$ cat config.mk
export PLATFORM = sky130hd
export DESIGN_NAME = serial_subtractor
export DESIGN_NICKNAME = d
export VERILOG_FILES = /design/src/rtl/serial_subtractor_pkg.sv /design/src/rtl/serial_subtractor_full_subtractor.sv /design/src/rtl/serial_subtractor.sv
export SDC_FILE = /design/constraint.sdc
export NUM_CORES = 1
export LEC_CHECK = 0
export ABC_AREA = 1
export CORE_MARGIN = 1
export CORE_UTILIZATION = 45
export DETAILED_ROUTE_END_ITERATION = 12
export PLACE_DENSITY = 0.8
export SLEW_MARGIN = 25
export SYNTH_ARGS = -nofsm -noshare
export SYNTH_HDL_FRONTEND = slang
export SYNTH_SLANG_ARGS = --single-unit
$ cat constraint.sdc
create_clock -name clk_i -period 1.2 [get_ports clk_i]
set_input_delay 0.24 -clock clk_i [delete_from_list [all_inputs] [get_ports clk_i]]
set_output_delay 0.24 -clock clk_i [all_outputs]
set_load 0.02 [all_outputs]
$ cat src/rtl/serial_subtractor_pkg.sv
// Shared types and sizing helpers for the bit-serial subtractor.
// The state encoding is exported so checkers and benches can name states.
package serial_sub_pkg;

    typedef enum logic [1:0] {
        IDLE  = 2'd0,
        SHIFT = 2'd1,
        DONE  = 2'd2
    } sub_state_e;

    localparam int DEFAULT_WIDTH = 4;

    // The counter holds the values 0..WIDTH-1; the extra bit keeps WIDTH=1 legal.
    function automatic int cnt_width(input int width);
        return $clog2(width) + 1;
    endfunction

endpackage

$ cat src/rtl/serial_subtractor_full_subtractor.sv
// Combinational 1-bit full-subtractor cell: diff = a - b - borrow_in.
// It is the subtracting twin of the 1-bit full adder cell.
module full_subtractor (
    input  logic a_i,
    input  logic b_i,
    input  logic borrow_i,
    output logic diff_o,
    output logic borrow_o
);

    always_comb begin
        diff_o   = a_i ^ b_i ^ borrow_i;
        borrow_o = (~a_i & b_i) | (~(a_i ^ b_i) & borrow_i);
    end

endmodule

$ cat src/rtl/serial_subtractor.sv
// Bit-serial unsigned subtractor: one full-subtractor cell and a borrow flop.
// It processes one bit per clock, LSB first, and produces {borrow_o, diff_o} = a - b - borrow_i.
module serial_subtractor
    import serial_sub_pkg::*;
#(
    parameter int WIDTH = DEFAULT_WIDTH
) (
    input  logic             clk_i,
    input  logic             rst_i,
    input  logic             valid_i,
    output logic             ready_o,
    input  logic [WIDTH-1:0] a_i,
    input  logic [WIDTH-1:0] b_i,
    input  logic             borrow_i,
    output logic             valid_o,
    input  logic             ready_i,
    output logic [WIDTH-1:0] diff_o,
    output logic             borrow_o,
    output sub_state_e       state_o
);

    // Handshake: a transfer happens on a rising edge where valid and ready are
    // both high. The upstream side transfers on valid_i & ready_o, and ready_o
    // is high only in IDLE. The downstream side transfers on valid_o & ready_i,
    // and valid_o is high only in DONE. While valid_o waits for ready_i, the
    // result stays stable. valid_i outside IDLE is dropped and is not queued.

    localparam int CW = cnt_width(WIDTH);
    localparam logic [CW-1:0] LAST_BIT = CW'(WIDTH - 1);

    sub_state_e       state;
    logic [WIDTH-1:0] a_sr;
    logic [WIDTH-1:0] b_sr;
    logic [WIDTH-1:0] res_sr;
    logic [WIDTH-1:0] res_next;
    logic [CW-1:0]    cnt;
    logic             borrow_q;
    logic             ready_q;
    logic             cell_diff;
    logic             cell_borrow;

    full_subtractor u_cell (
        .a_i      (a_sr[0]),
        .b_i      (b_sr[0]),
        .borrow_i (borrow_q),
        .diff_o   (cell_diff),
        .borrow_o (cell_borrow)
    );

    // The result fills from the MSB side, so after WIDTH shifts bit 0 sits at the LSB.
    always_comb begin
        res_next            = res_sr >> 1;
        res_next[WIDTH-1]   = cell_diff;
    end

    always_ff @(posedge clk_i) begin
        if (rst_i) begin
            state    <= IDLE;
            ready_q  <= 1'b1;
            valid_o  <= 1'b0;
            diff_o   <= '0;
            borrow_o <= 1'b0;
            cnt      <= '0;
            a_sr     <= '0;
            b_sr     <= '0;
            res_sr   <= '0;
            borrow_q <= 1'b0;
        end else begin
            case (state)
                IDLE: begin
                    if (valid_i) begin
                        a_sr     <= a_i;
                        b_sr     <= b_i;
                        borrow_q <= borrow_i;
                        cnt      <= '0;
                        ready_q  <= 1'b0;
                        state    <= SHIFT;
                    end
                end
                SHIFT: begin
                    a_sr     <= a_sr >> 1;
                    b_sr     <= b_sr >> 1;
                    res_sr   <= res_next;
                    borrow_q <= cell_borrow;
                    cnt      <= cnt + 1'b1;
                    if (cnt == LAST_BIT) begin
                        diff_o   <= res_next;
                        borrow_o <= cell_borrow;
                        valid_o  <= 1'b1;
                        state    <= DONE;
                    end
                end
                DONE: begin
                    if (ready_i) begin
                        valid_o <= 1'b0;
                        ready_q <= 1'b1;
                        state   <= IDLE;
                    end
                end
                default: begin
                    valid_o <= 1'b0;
                    ready_q <= 1'b1;
                    state   <= IDLE;
                end
            endcase
        end
    end

    assign ready_o = ready_q;
    assign state_o = state;

endmodule

[Word-level counts from Yosys, hierarchy flattened]
Index checks and enable logic that the tools add are counted.
Operators by class
  bitwise operators: 9
  equality and inequality tests: 6
  add/sub/neg operators: 1
  reductions and logical operators: 7
  muxes and demuxes: 18
Operators with widths (count)
  4-bit case mux with 2 select lines: 2
  3-bit AND reduction: 3
  4-bit 2-to-1 mux: 2
  2-bit 2-to-1 mux: 3
  2-bit inequality test, second input constant: 3
  1-bit case mux with 3 select lines: 2
  2-bit case mux with 3 select lines: 1
  3-bit case mux with 2 select lines: 1
  1-bit 2-to-1 mux: 5
  1-bit NOT: 4
  2-bit AND reduction: 2
  3-bit by 1-bit adder with 3-bit output, second input constant: 1
  3-bit by 2-bit equality test with 1-bit output, second input constant: 1
  3-bit 2-to-1 mux: 1
  1-bit bitwise AND: 2
  2-bit by 1-bit equality test with 1-bit output, second input constant: 1
  2-bit equality test, second input constant: 1
  2-bit zero test: 1
  1-bit case mux with 2 select lines: 1
  2-bit nonzero test: 1
  1-bit bitwise XOR: 2
  1-bit OR: 1
Word-level totals
  bits of input ports: 13
  register bits after elaboration: 25
  output and inout port bits: 9

[Depth between registers and ports, before layout]
Gate-level depths: netlist of the first run.
  depth after elaboration: 5
  mapped depth: 7

[By module]
From an unflattened synthesis of the first run, not the netlist that was laid out.
Unflattened totals
  cells, all modules: 170
  area, all modules: 1143.6 um^2
Modules (own cells, without submodules)
  serial_subtractor: cells each 166, area an instance 1112.3 um^2, sequential area each 480.5 um^2, times used 1
  full_subtractor: cells each 4, area an instance 31.3 um^2, sequential area each 0.0 um^2, times used 1

[Worst setup path before layout of the first run]
No wires, ideal clock.
  kind: register -> register
  start: register state[0], in the netlist state_o[0]
  end: register borrow_q
  buffers on the path: 1
  data required time: 1.087 ns
  cell stages (with the launch flop): 5
  slack: 0.038 ns
  period minus slack after synthesis: 1.162 ns
  setup time: 0.113 ns
  data arrival time: 1.049 ns
  cell sequence: dfxtp_1 -> buf_2 -> or2_2 -> nor2_1 -> nor2_1
Between the ends
  cells in the longest elaborated chain, start to end: 3
  elaborated cells on any way between the ends: 6
Ends and longest elaborated chain
  start, declared: line serial_subtractor.sv:31  | sub_state_e state;
  start signal, assigned: line serial_subtractor.sv:58  | state <= IDLE;
  start signal, assigned: line serial_subtractor.sv:77  | state <= SHIFT;
  start signal, assigned: line serial_subtractor.sv:90  | state <= DONE;
  2-bit by 1-bit equality test with 1-bit output or 2-bit zero test (tied branches): line serial_subtractor.sv:69  | case (state)
  2-bit nonzero test (no line) or 2-bit inequality test (tied branches)
  2-bit AND reduction (no line)
  end signal, assigned: line serial_subtractor.sv:74  | borrow_q <= borrow_i;
  end signal, assigned: line serial_subtractor.sv:84  | borrow_q <= cell_borrow;
  end, declared: line serial_subtractor.sv:37  | logic borrow_q;
Several ways; a longest one is shown, not always the timed one.
A chain may end at the register's enable or synchronous reset.

[Final worst setup path of the first run]
  start: register borrow_q
  end: register diff_o[3]
Between the ends
  cells in the longest elaborated chain, start to end: 1
Ends and longest elaborated chain
  1-bit bitwise XOR: line serial_subtractor_full_subtractor.sv:12  | diff_o = a_i ^ b_i ^ borrow_i;
  named net cell_diff: line serial_subtractor.sv:39  | logic cell_diff;
  end signal, assigned: line serial_subtractor.sv:87  | diff_o <= res_next;
  end, declared: line serial_subtractor.sv:17  | output logic [WIDTH-1:0] diff_o,
The timed path passes the listed nets, and every way through them passes these cells.

==> run_results.csv, run 1 <==
group,metric,value,unit
timing,fin_crit_sh,103,%
logic_synthesis,synth_compound_area_share,8.46,%
place,place_congestion,0.773,
power,vdd_ir_drop_max,850,uV
logic_synthesis,ys_ff_latch,24,
cells_and_area,fin_area,1520,um^2
cts,cts_buffer_depth,2,
timing,rsz0062_at_grt,"true",
grt,grt_pass1_vias,974,
route,firstDrtPassIters,4,
cts,clockRootBuffer,"clkbuf_4",
logic_synthesis,synth_top_area_share,42.2,%
cells_and_area,fillCellCount,203,
cts,cts_tree,"yes",
grt,antenna_found_initial,0,
cells_and_area,syn_to_final_growth,33.7,%
power,power,1.65,mW
worst_setup_path,cp-start-kind,"flop",
timing,setup_ws,-0.0340,ns
timing,finalSetupViolCount,2,
floorplan,row_count,17,
logic_synthesis,synthAdderAreaFrac,3.96,%
worst_setup_path,crit_path_frequent_cell,"nand2_1",
cells_and_area,seq_area,492,um^2
route,detail_route.iter0.violations,26,
cts,htreeDepth,1,
logic_synthesis,muxShareOfSynthArea,0,%
logic_synthesis,synth_cells,172,
cells_and_area,fin_util,66.3,%
floorplan,ios,22,
timing,slew_viol_final,0,
place,place_hpwl,1.78,mm
floorplan,die_w,52.3,um
timing,worst_pin_slew,0.251,ns
worst_setup_path,cp_data_required_time,1.47,ns
worst_setup_path,max_stage_delay,0.56,ns
worst_setup_path,crit_chain,"inv_2 > fa_1 > inv_1 > nand2_1 > nand2_1 > nor2_1",
run_status,status,"finished with violations",
worst_setup_path,path_buf_inv,2,
route,drc,0,
route,via_per_inst,4.80,
logic_synthesis,synth_top_family_by_area,"simple AND/OR/NAND/NOR gates",
place,port_buffers,21,
worst_setup_path,cp.arrival,1.51,ns
cts,numCtsBuffers,3,
worst_setup_path,startpoint,"borrow_q$_SDFFE_PP0P_",
worst_setup_path,slowest_stage,"fa_1",
worst_hold_path,min_from,"ready_o$_SDFFE_PP1P_",
timing,timing.fmax,810,MHz
logic_synthesis,yosys.area_share.simple,32.5,%
place,dpl_cell_area,1440,um^2
grt,gr-usage-all-layers,19.6,%
route,routedWlPerCell,11.6,um
cells_and_area,fin_nets,221,
worst_setup_path,critical_path_class,"flop to flop",
timing,whs,0.478,ns
timing,setup_tns,-0.0585,ns
grt,grt_first_pass_wirelength,3.88,mm
logic_synthesis,synth_xor_area_share,0,%
timing,min_period,1.23,ns
floorplan,fp.coreArea,2300,um^2
worst_setup_path,critPathCaptureType,"flop",
route,vias,1113,
timing,slew_headroom,83.3,%
flow_run,drv_cap,0,
power,powerDensity,1090,nW/um^2
logic_synthesis,synth-seq-area-share,42.2,%
worst_hold_path,hold_path.class,"flop to flop",
timing,finalHoldViolations,0,
grt,gr-total-overflow,0,
floorplan,initial_core_util,49.6,%
worst_setup_path,rr_startpoint,"borrow_q$_SDFFE_PP0P_",
worst_setup_path,cp_top_family,"adder cells",
floorplan,fp.dieH,52.3,um
cells_and_area,multi_input_area,556,um^2
logic_synthesis,synth_fp_nets,188,
cts,cts_sinks,24,
logic_synthesis,yosys_warnings,0,
logic_synthesis,synth_area,1140,um^2
cells_and_area,drive_above_1_share,20.6,%
cells_and_area,num_antenna_cells,0,
cts,insertion_delay,0.32,ns
worst_setup_path,crit_fanout,2,
logic_synthesis,synth_area_leaders,"dfxtp_1 (42%), nand2_1 (18%), inv_1 (9.9%)",
cts,clkTransAtPathRegs,0.14,ns
floorplan,dieArea,2740,um^2
power,total_leakage_power,0.766,nW
route,routed_wl,2.68,mm
timing,clock_skew,0.00606,ns
logic_synthesis,avgSynthCellArea,6.62,um^2
run_status,failed_checks,"setup timing",
logic_synthesis,synthDistinctLibCells,17,
logic_synthesis,synth_top_cell_by_area,"dfxtp_1",
route,ant_nets,0,
grt,grt_max_degree,20,
[power breakdown]
group	internal, mW	switching [mW]	total, mW
sequential	0.848	0.0268	0.875
combinational	0.158	0.182	0.340
clock	0.186	0.252	0.438
[worst min-delay path, stage by stage, from the launching register on]
cell	delay, ns
dfxtp_1	0.34
nand2_1	0.06
nand2_1	0.04
[logic make-up after synthesis]
logic type               after synthesis
flip-flops                            24
buffers and inverters                 36
AO/OA/AOI/OAI                         17
AND/OR/NAND/NOR                       92
adder cells (fa/ha/maj)                3
[worst paths after layout]
path,to,slack [ns],cells past startpoint
setup / recovery,diff_o[3]$_SDFFE_PP0P_,-0.03,6
hold / removal,ready_o$_SDFFE_PP1P_,0.48,2
setup reg to reg,diff_o[3]$_SDFFE_PP0P_,-0.03,6
hold reg to reg,ready_o$_SDFFE_PP1P_,0.48,2
[sequential cells by signal, summed over array words and instances (netlist names)]
signal    flops
borrow_q      1
valid_o       1
ready_o       1
cnt           3
a_sr          4
borrow_o      1
diff_o        4
b_sr          4
state_o       2
res_sr        3
[cell type report]
| type | instances | share of cell area (%) |
|---|---|---|
| Timing Repair Buffer | 31 | 18.5 |
| Clock buffer | 4 | 2.38 |
| Multi-Input combinational cell | 113 | 36.5 |
| Tap cell | 28 | 2.30 |
| Inverter | 32 | 8.05 |
| Sequential cell | 24 | 32.3 |
[per-stage QoR]
step | setup slack, ns | cells
5_1_grt | -0.0885 | 232
3_5_place_dp | -0.138 | 225
4_1_cts | -0.00897 | 229
6_report | -0.0340 | 232
2_1_floorplan | 0.0383 | 172
3_3_place_gp | -0.0712 | 225
[cells in the mapped netlist (all sizes together)]
master / count
a21oi: 12
fa: 1
buf: 4
ha: 2
nand2: 57
o21ai: 5
or2: 1
dfxtp: 24
nor2: 30
nand3: 4
inv: 32
[layer usage]
layer | GRT usage (%) | vias to the layer above | wire [um]
met5 | 0 | - | 0
met4 | 11.0 | 0 | 51
met3 | 2.90 | 6 | 86
met2 | 35.0 | 26 | 1400
met1 | 21.8 | 511 | 1150
li1 | - | 570 | -
[what timing repair did]
item | 4_1_cts | 5_1_grt
setup buffers | 0 | 2
setup endpoints to repair | 13 | 25
pin swaps | 1 | 3
resized for setup | 34 | 18
cloned | 0 | 1
hold buffers | 0 | 0
[cell usage in the layout, fill, tap and decap left out]
cell type / count
inv_1: 29
or2_2: 1
clkdlybuf4s15_2: 2
clkdlybuf4s50_1: 12
buf_2: 7
buf_12: 2
nor2_1: 28
inv_4: 1
nand2_1: 55
buf_4: 7
nor2_4: 1
o21ai_0: 4
inv_2: 2
dfxtp_4: 1
clkbuf_8: 1
clkbuf_4: 3
o21ai_4: 1
a21oi_1: 12
nand2_4: 3
nor2_2: 1
fa_1: 1
buf_6: 1
dfxtp_2: 6
ha_4: 2
dfxtp_1: 17
nand3_1: 4
Power figures use the tool's default switching activity.
==> inputs of run 2 (changes only) <==
CORE_MARGIN = 8   (was 1)
==> run_results.csv, run 2 (synthesis results as in run 1) <==
group,metric,value,unit
run_status,status,"finished with violations",
run_status,failed_checks,"setup timing",
route,ant_nets,0,
route,via_per_inst,4.67,
grt,grt_max_degree,17,
power,powerDensity,1100,nW/um^2
worst_setup_path,rr_startpoint,"borrow_q$_SDFFE_PP0P_",
worst_setup_path,crit_cells,7,
worst_setup_path,cp-start-kind,"flop",
worst_setup_path,cp_top_family,"adder cells",
grt,antenna_found_initial,0,
worst_setup_path,max_stage_delay,0.46,ns
route,routed_wl,2.55,mm
place,place_congestion,0.813,
power,power.switching,0.456,mW
cells_and_area,fin_nets,220,
power,seq_power_share,53.0,%
floorplan,fp.coreArea,2430,um^2
route,routedWlPerCell,10.9,um
cts,numCtsBuffers,3,
cells_and_area,final_common_cell,"nand2_1",
cells_and_area,seq_area,484,um^2
power,internal_power,1.19,mW
cts,cts_tree,"yes",
worst_setup_path,crit_path_frequent_cell,"nand2_1",
power,total_leakage_power,0.755,nW
worst_setup_path,startpoint,"borrow_q$_SDFFE_PP0P_",
timing,setup_ws,-0.0666,ns
timing,slew_headroom,88.4,%
floorplan,row_count,18,
worst_hold_path,hold_path.class,"flop to flop",
timing,finalSetupViolCount,2,
timing,fin_crit_sh,106,%
place,port_buffers,21,
cells_and_area,syn_to_final_growth,31.4,%
cts,cts_buffer_depth,2,
cts,htreeDepth,1,
flow_run,drv_cap,0,
power,p_clk_share,26.8,%
timing,timing.fmax,790,MHz
worst_setup_path,crit_fanout,2,
power,swShare,27.7,%
worst_setup_path,critPathCaptureType,"flop",
grt,grt_pass1_vias,1013,
grt,grt_first_pass_wirelength,4.16,mm
cts,cts_hold_buf,0,
timing,min_period,1.27,ns
cts,insertion_delay,0.32,ns
cells_and_area,fin_area,1500,um^2
worst_setup_path,cp.arrival,1.54,ns
cells_and_area,multi_input_area,549,um^2
cells_and_area,fillCellCount,209,
cts,cts_sinks,24,
power,p_comb_share,20.2,%
timing,worst_pin_slew,0.173,ns
floorplan,dieArea,4400,um^2
power,power,1.65,mW
cells_and_area,reg_top3,"a_sr x4, b_sr x4, diff_o x4",
timing,rsz0062_at_grt,"true",
timing,slew_viol_final,0,
cts,clockRootBuffer,"clkbuf_4",
cts,clkTransAtPathRegs,0.14,ns
worst_setup_path,critical_path_class,"flop to flop",
route,drc,0,
power,vdd_ir_drop_max,741,uV
worst_setup_path,crit_chain,"inv_2 > fa_1 > nand3_1 > nand2_1 > inv_1 > nand2_1 > nor2_1",
floorplan,fp.dieH,66.3,um
place,place_hpwl,1.85,mm
worst_setup_path,reg2reg_to,"borrow_q$_SDFFE_PP0P_",
cells_and_area,num_antenna_cells,0,
floorplan,die_w,66.3,um
floorplan,ios,22,
worst_setup_path,cp_data_required_time,1.47,ns
timing,clock_skew,0.00575,ns
cells_and_area,layout_common_cells,"nand2_1 (55), inv_1 (29), nor2_1 (28), dfxtp_1 (21)",
route,detail_route.iter0.violations,37,
worst_setup_path,reg2reg_slack,-0.07,ns
worst_setup_path,path_buf_inv,2,
floorplan,initial_core_util,46.8,%
grt,gr-total-overflow,0,
place,dpl_cell_area,1450,um^2
timing,finalHoldViolations,0,
grt,gr-usage-all-layers,11.7,%
worst_setup_path,slowest_stage,"fa_1",
route,firstDrtPassIters,4,
worst_setup_path,worstSetupEndpoint,"borrow_q$_SDFFE_PP0P_",
cells_and_area,drive_above_1_share,18.2,%
worst_setup_path,reg2regPathDepth,7,
route,vias,1087,
run 2: changes by cell type in the layout (fill, tap and decap cells not counted):
cell | before | now
inv_4 | 1 | 0
clkdlybuf4s15_2 | 2 | 0
buf_2 | 7 | 9
nor2_4 | 1 | 2
nand2_4 | 3 | 2
nor2_2 | 1 | 0
inv_2 | 2 | 3
dfxtp_4 | 1 | 0
dfxtp_2 | 6 | 3
dfxtp_1 | 17 | 21
run 2: worst min-delay path by stage:
stage | from | to | slack (ns) | cells after the start
floorplan | valid_i | state_o[0]$_SDFFE_PP0P_ | 0.39 | 2
global route | b_i[3] | b_sr[3]$_SDFFE_PP0P_ | 0.49 | 3
detailed placement | ready_o$_SDFFE_PP1P_ | ready_o$_SDFFE_PP1P_ | 0.45 | 2
global placement | ready_o$_SDFFE_PP1P_ | ready_o$_SDFFE_PP1P_ | 0.44 | 2
finish | ready_o$_SDFFE_PP1P_ | ready_o$_SDFFE_PP1P_ | 0.46 | 2
CTS | ready_o$_SDFFE_PP1P_ | ready_o$_SDFFE_PP1P_ | 0.47 | 2
run 2: what timing repair did:
item                       CTS  global route
setup endpoints to repair   17            18
buffers inserted             1             1
gates resized for setup     35            13
pin swaps                    2             2
run 2: area by class of cell:
class / count / share of cell area [%]
well taps: 30 / 2.51
multi-input cells: 112 / 36.7
repair buffers: 31 / 18.0
clock buffers: 4 / 2.42
inverters: 32 / 8.03
flip-flops and latches: 24 / 32.4
run 2: per-stage QoR:
step           hold slack (ns)  cells  TNS, ns  setup WS (ns)  utilization (%)
6_report                 0.461    233   -0.123        -0.0666             61.5
3_5_place_dp             0.446    227    -1.13        -0.0976             59.4
5_1_grt                  0.489    233   -0.288         -0.111             61.5
2_1_floorplan            0.387    172        0         0.0383                -
4_1_cts                  0.468    232  -0.0493        -0.0403             62.0
3_3_place_gp             0.444    227   -0.742        -0.0851             59.4
run 2: power groups by stage:
stage | logic, mW | registers, mW | clock network, mW
finish | 0.334 | 0.873 | 0.442
global route | 0.373 | 0.879 | 0.488
CTS | 0.324 | 0.870 | 0.442
detailed placement | 0.318 | 0.886 | 0
global placement | 0.307 | 0.884 | 0
floorplan | 0.184 | 0.893 | 0
run 2: per-layer routing:
layer  up-vias  wire, um  GRT usage [%]
li1        568         -              -
met4         0        64           4.00
met1       494      1100           12.2
met3         8        77           2.88
met5         -         0              0
met2        17      1300           22.1
run 2: worst min-delay path: cells and delay by family (launching register included):
kind	cells	cell delay (ns)
simple gates	2	0.10
flops	1	0.34
==> inputs of run 3 (changes only) <==
CORE_UTILIZATION = 50   (was 45)
PLACE_DENSITY = 0.83   (was 0.8)
clock period = 1.3 ns   (was 1.2 ns; I/O delays follow)
==> run_results.csv, run 3 (synthesis results as in run 1) <==
group,metric,value,unit
worst_setup_path,reg2reg_to,"diff_o[3]$_SDFFE_PP0P_",
cts,numCtsBuffers,3,
floorplan,ios,22,
grt,grt_max_degree,20,
timing,fin_crit_sh,94.8,%
route,routed_wl,2.50,mm
worst_setup_path,crit_fanout,2,
timing,slew_headroom,85.1,%
route,firstDrtPassIters,4,
cts,cts_buffer_depth,2,
run_status,status,"complete, no violations",
cts,clockRootBuffer,"clkbuf_4",
worst_setup_path,cp-start-kind,"flop",
timing,worst_pin_slew,0.223,ns
worst_setup_path,crit_cells,1,
place,place_congestion,0.742,
cts,cts_tree,"yes",
cells_and_area,fillCellCount,184,
cells_and_area,num_antenna_cells,0,
power,p_clk_share,33.1,%
cells_and_area,fin_nets,220,
timing,finalSetupViolCount,0,
worst_setup_path,critical_path_class,"flop to primary output",
floorplan,row_count,17,
worst_setup_path,startpoint,"diff_o[2]$_SDFFE_PP0P_",
power,p_comb_share,18.3,%
worst_setup_path,reg2regPathDepth,6,
cts,htreeDepth,1,
timing,whs,0.471,ns
timing,finalHoldViolations,0,
route,detail_route.iter0.violations,21,
timing,clock_skew,0.00492,ns
cells_and_area,reg_top3,"a_sr x4, b_sr x4, diff_o x4",
worst_setup_path,path_buf_inv,1,
timing,slew_viol_final,0,
power,vdd_ir_drop_max,629,uV
worst_setup_path,critPathCaptureType,"primary output",
place,place_hpwl,1.74,mm
worst_setup_path,max_stage_delay,0.35,ns
route,ant_nets,0,
power,swShare,25.3,%
floorplan,initial_core_util,52.0,%
floorplan,die_w,63.7,um
floorplan,dieArea,4060,um^2
cts,cts_sinks,24,
cells_and_area,drive_above_1_share,14.8,%
floorplan,fp.coreArea,2190,um^2
cells_and_area,syn_to_final_growth,30.8,%
worst_setup_path,cp_data_required_time,1.04,ns
timing,min_period,1.23,ns
grt,grt_first_pass_wirelength,4.23,mm
grt,grt_pass1_vias,999,
floorplan,fp.dieH,63.7,um
flow_run,drv_cap,0,
place,dp_worst_setup_slack,-0.0701,ns
cells_and_area,final_common_cell,"nand2_1",
power,seq_power_share,48.6,%
place,dpl_cell_area,1430,um^2
cts,clkTransAtPathRegs,0.14,ns
place,port_buffers,21,
timing,rsz0062_at_grt,"true",
cells_and_area,fin_area,1490,um^2
power,internal_power,1.24,mW
worst_hold_path,hold_path.class,"flop to flop",
route,routedWlPerCell,10.8,um
power,total_leakage_power,0.754,nW
worst_setup_path,crit_chain,"clkdlybuf4s15_1",
route,drc,0,
worst_setup_path,reg2reg_slack,0.07,ns
cts,insertion_delay,0.32,ns
cells_and_area,layout_common_cells,"nand2_1 (55), inv_1 (30), nor2_1 (29), dfxtp_1 (22)",
grt,gr-total-overflow,0,
route,vias,1055,
worst_setup_path,slowest_stage,"dfxtp_1",
worst_setup_path,cp.arrival,0.97,ns
power,power.switching,0.418,mW
grt,gr-usage-all-layers,12.3,%
timing,setup_ws,0.0681,ns
worst_setup_path,worstSetupEndpoint,"diff_o[2]",
worst_setup_path,rr_startpoint,"borrow_q$_SDFFE_PP0P_",
route,via_per_inst,4.57,
timing,timing.fmax,812,MHz
power,powerDensity,1110,nW/um^2
worst_setup_path,cp_top_family,"flip-flops",
grt,antenna_found_initial,0,
==> run 3: cell types whose count changed in the layout (fill, tap and decap cells not counted), sizes merged <==
cell	previous run	this run
bufinv	0	1
buf	19	10
clkdlybuf4s15	0	3
clkbuf	4	9
==> run 3: cell type report <==
type | instances | area (um^2) | share of cell area (%)
Timing Repair Buffer | 31 | 284 | 19.1
Sequential cell | 24 | 483 | 32.4
Inverter | 32 | 120 | 8.07
Clock inverter | 1 | 30.0 | 2.02
Tap cell | 28 | 35.0 | 2.35
Clock buffer | 3 | 22.5 | 1.51
Multi-Input combinational cell | 112 | 514 | 34.5
==> run 3: power by group through the flow <==
stage	combinational [mW]	clock, mW	sequential (mW)
CTS	0.286	0.553	0.802
global route	0.340	0.589	0.810
detailed placement	0.285	0	0.819
floorplan	0.169	0	0.824
global placement	0.278	0	0.815
finish	0.303	0.547	0.804
==> run 3: repair_timing <==
item                       4_1_cts  5_1_grt
pin swaps                        0        2
buffers inserted                 0        4
hold buffers                     0        0
gates resized for setup         10       18
setup endpoints to repair        9       16
==> run 3: worst reg2reg max path: stages, from the launching register on <==
cell and delay [ns]:
dfxtp_1 0.33, inv_1 0.06, fa_1 0.55, inv_1 0.05, nand2_1 0.06, nand2_1 0.05
nor2_1 0.09
==> run 3: worst min path at each step <==
stage	to	cells after the start	start
6_report	a_sr[3]$_SDFFE_PP0P_	2	a_sr[3]$_SDFFE_PP0P_
5_1_grt	a_sr[3]$_SDFFE_PP0P_	2	a_sr[3]$_SDFFE_PP0P_
4_1_cts	cnt[1]$_SDFFE_PP0P_	2	cnt[1]$_SDFFE_PP0P_
3_5_place_dp	cnt[1]$_SDFFE_PP0P_	2	cnt[1]$_SDFFE_PP0P_
3_3_place_gp	ready_o$_SDFFE_PP1P_	2	ready_o$_SDFFE_PP1P_
2_1_floorplan	state_o[0]$_SDFFE_PP0P_	2	valid_i
==> run 3: metal layers <==
layer	track usage [%]	wire [um]
met2	21.0	1230
met4	4.18	26
met3	2.83	115
met5	0	0
met1	14.6	1130
==> run 3: through the flow <==
step                      TNS [ns]  power, mW  instances  util (%)
after floorplan                  0      0.994        172         -
after global placement     -0.0134       1.09        223      65.2
after detailed placement    -0.298       1.10        223      65.2
after CTS                        0       1.64        227      67.1
after global routing       -0.0185       1.74        231      68.0
final                            0       1.65        231      68.0
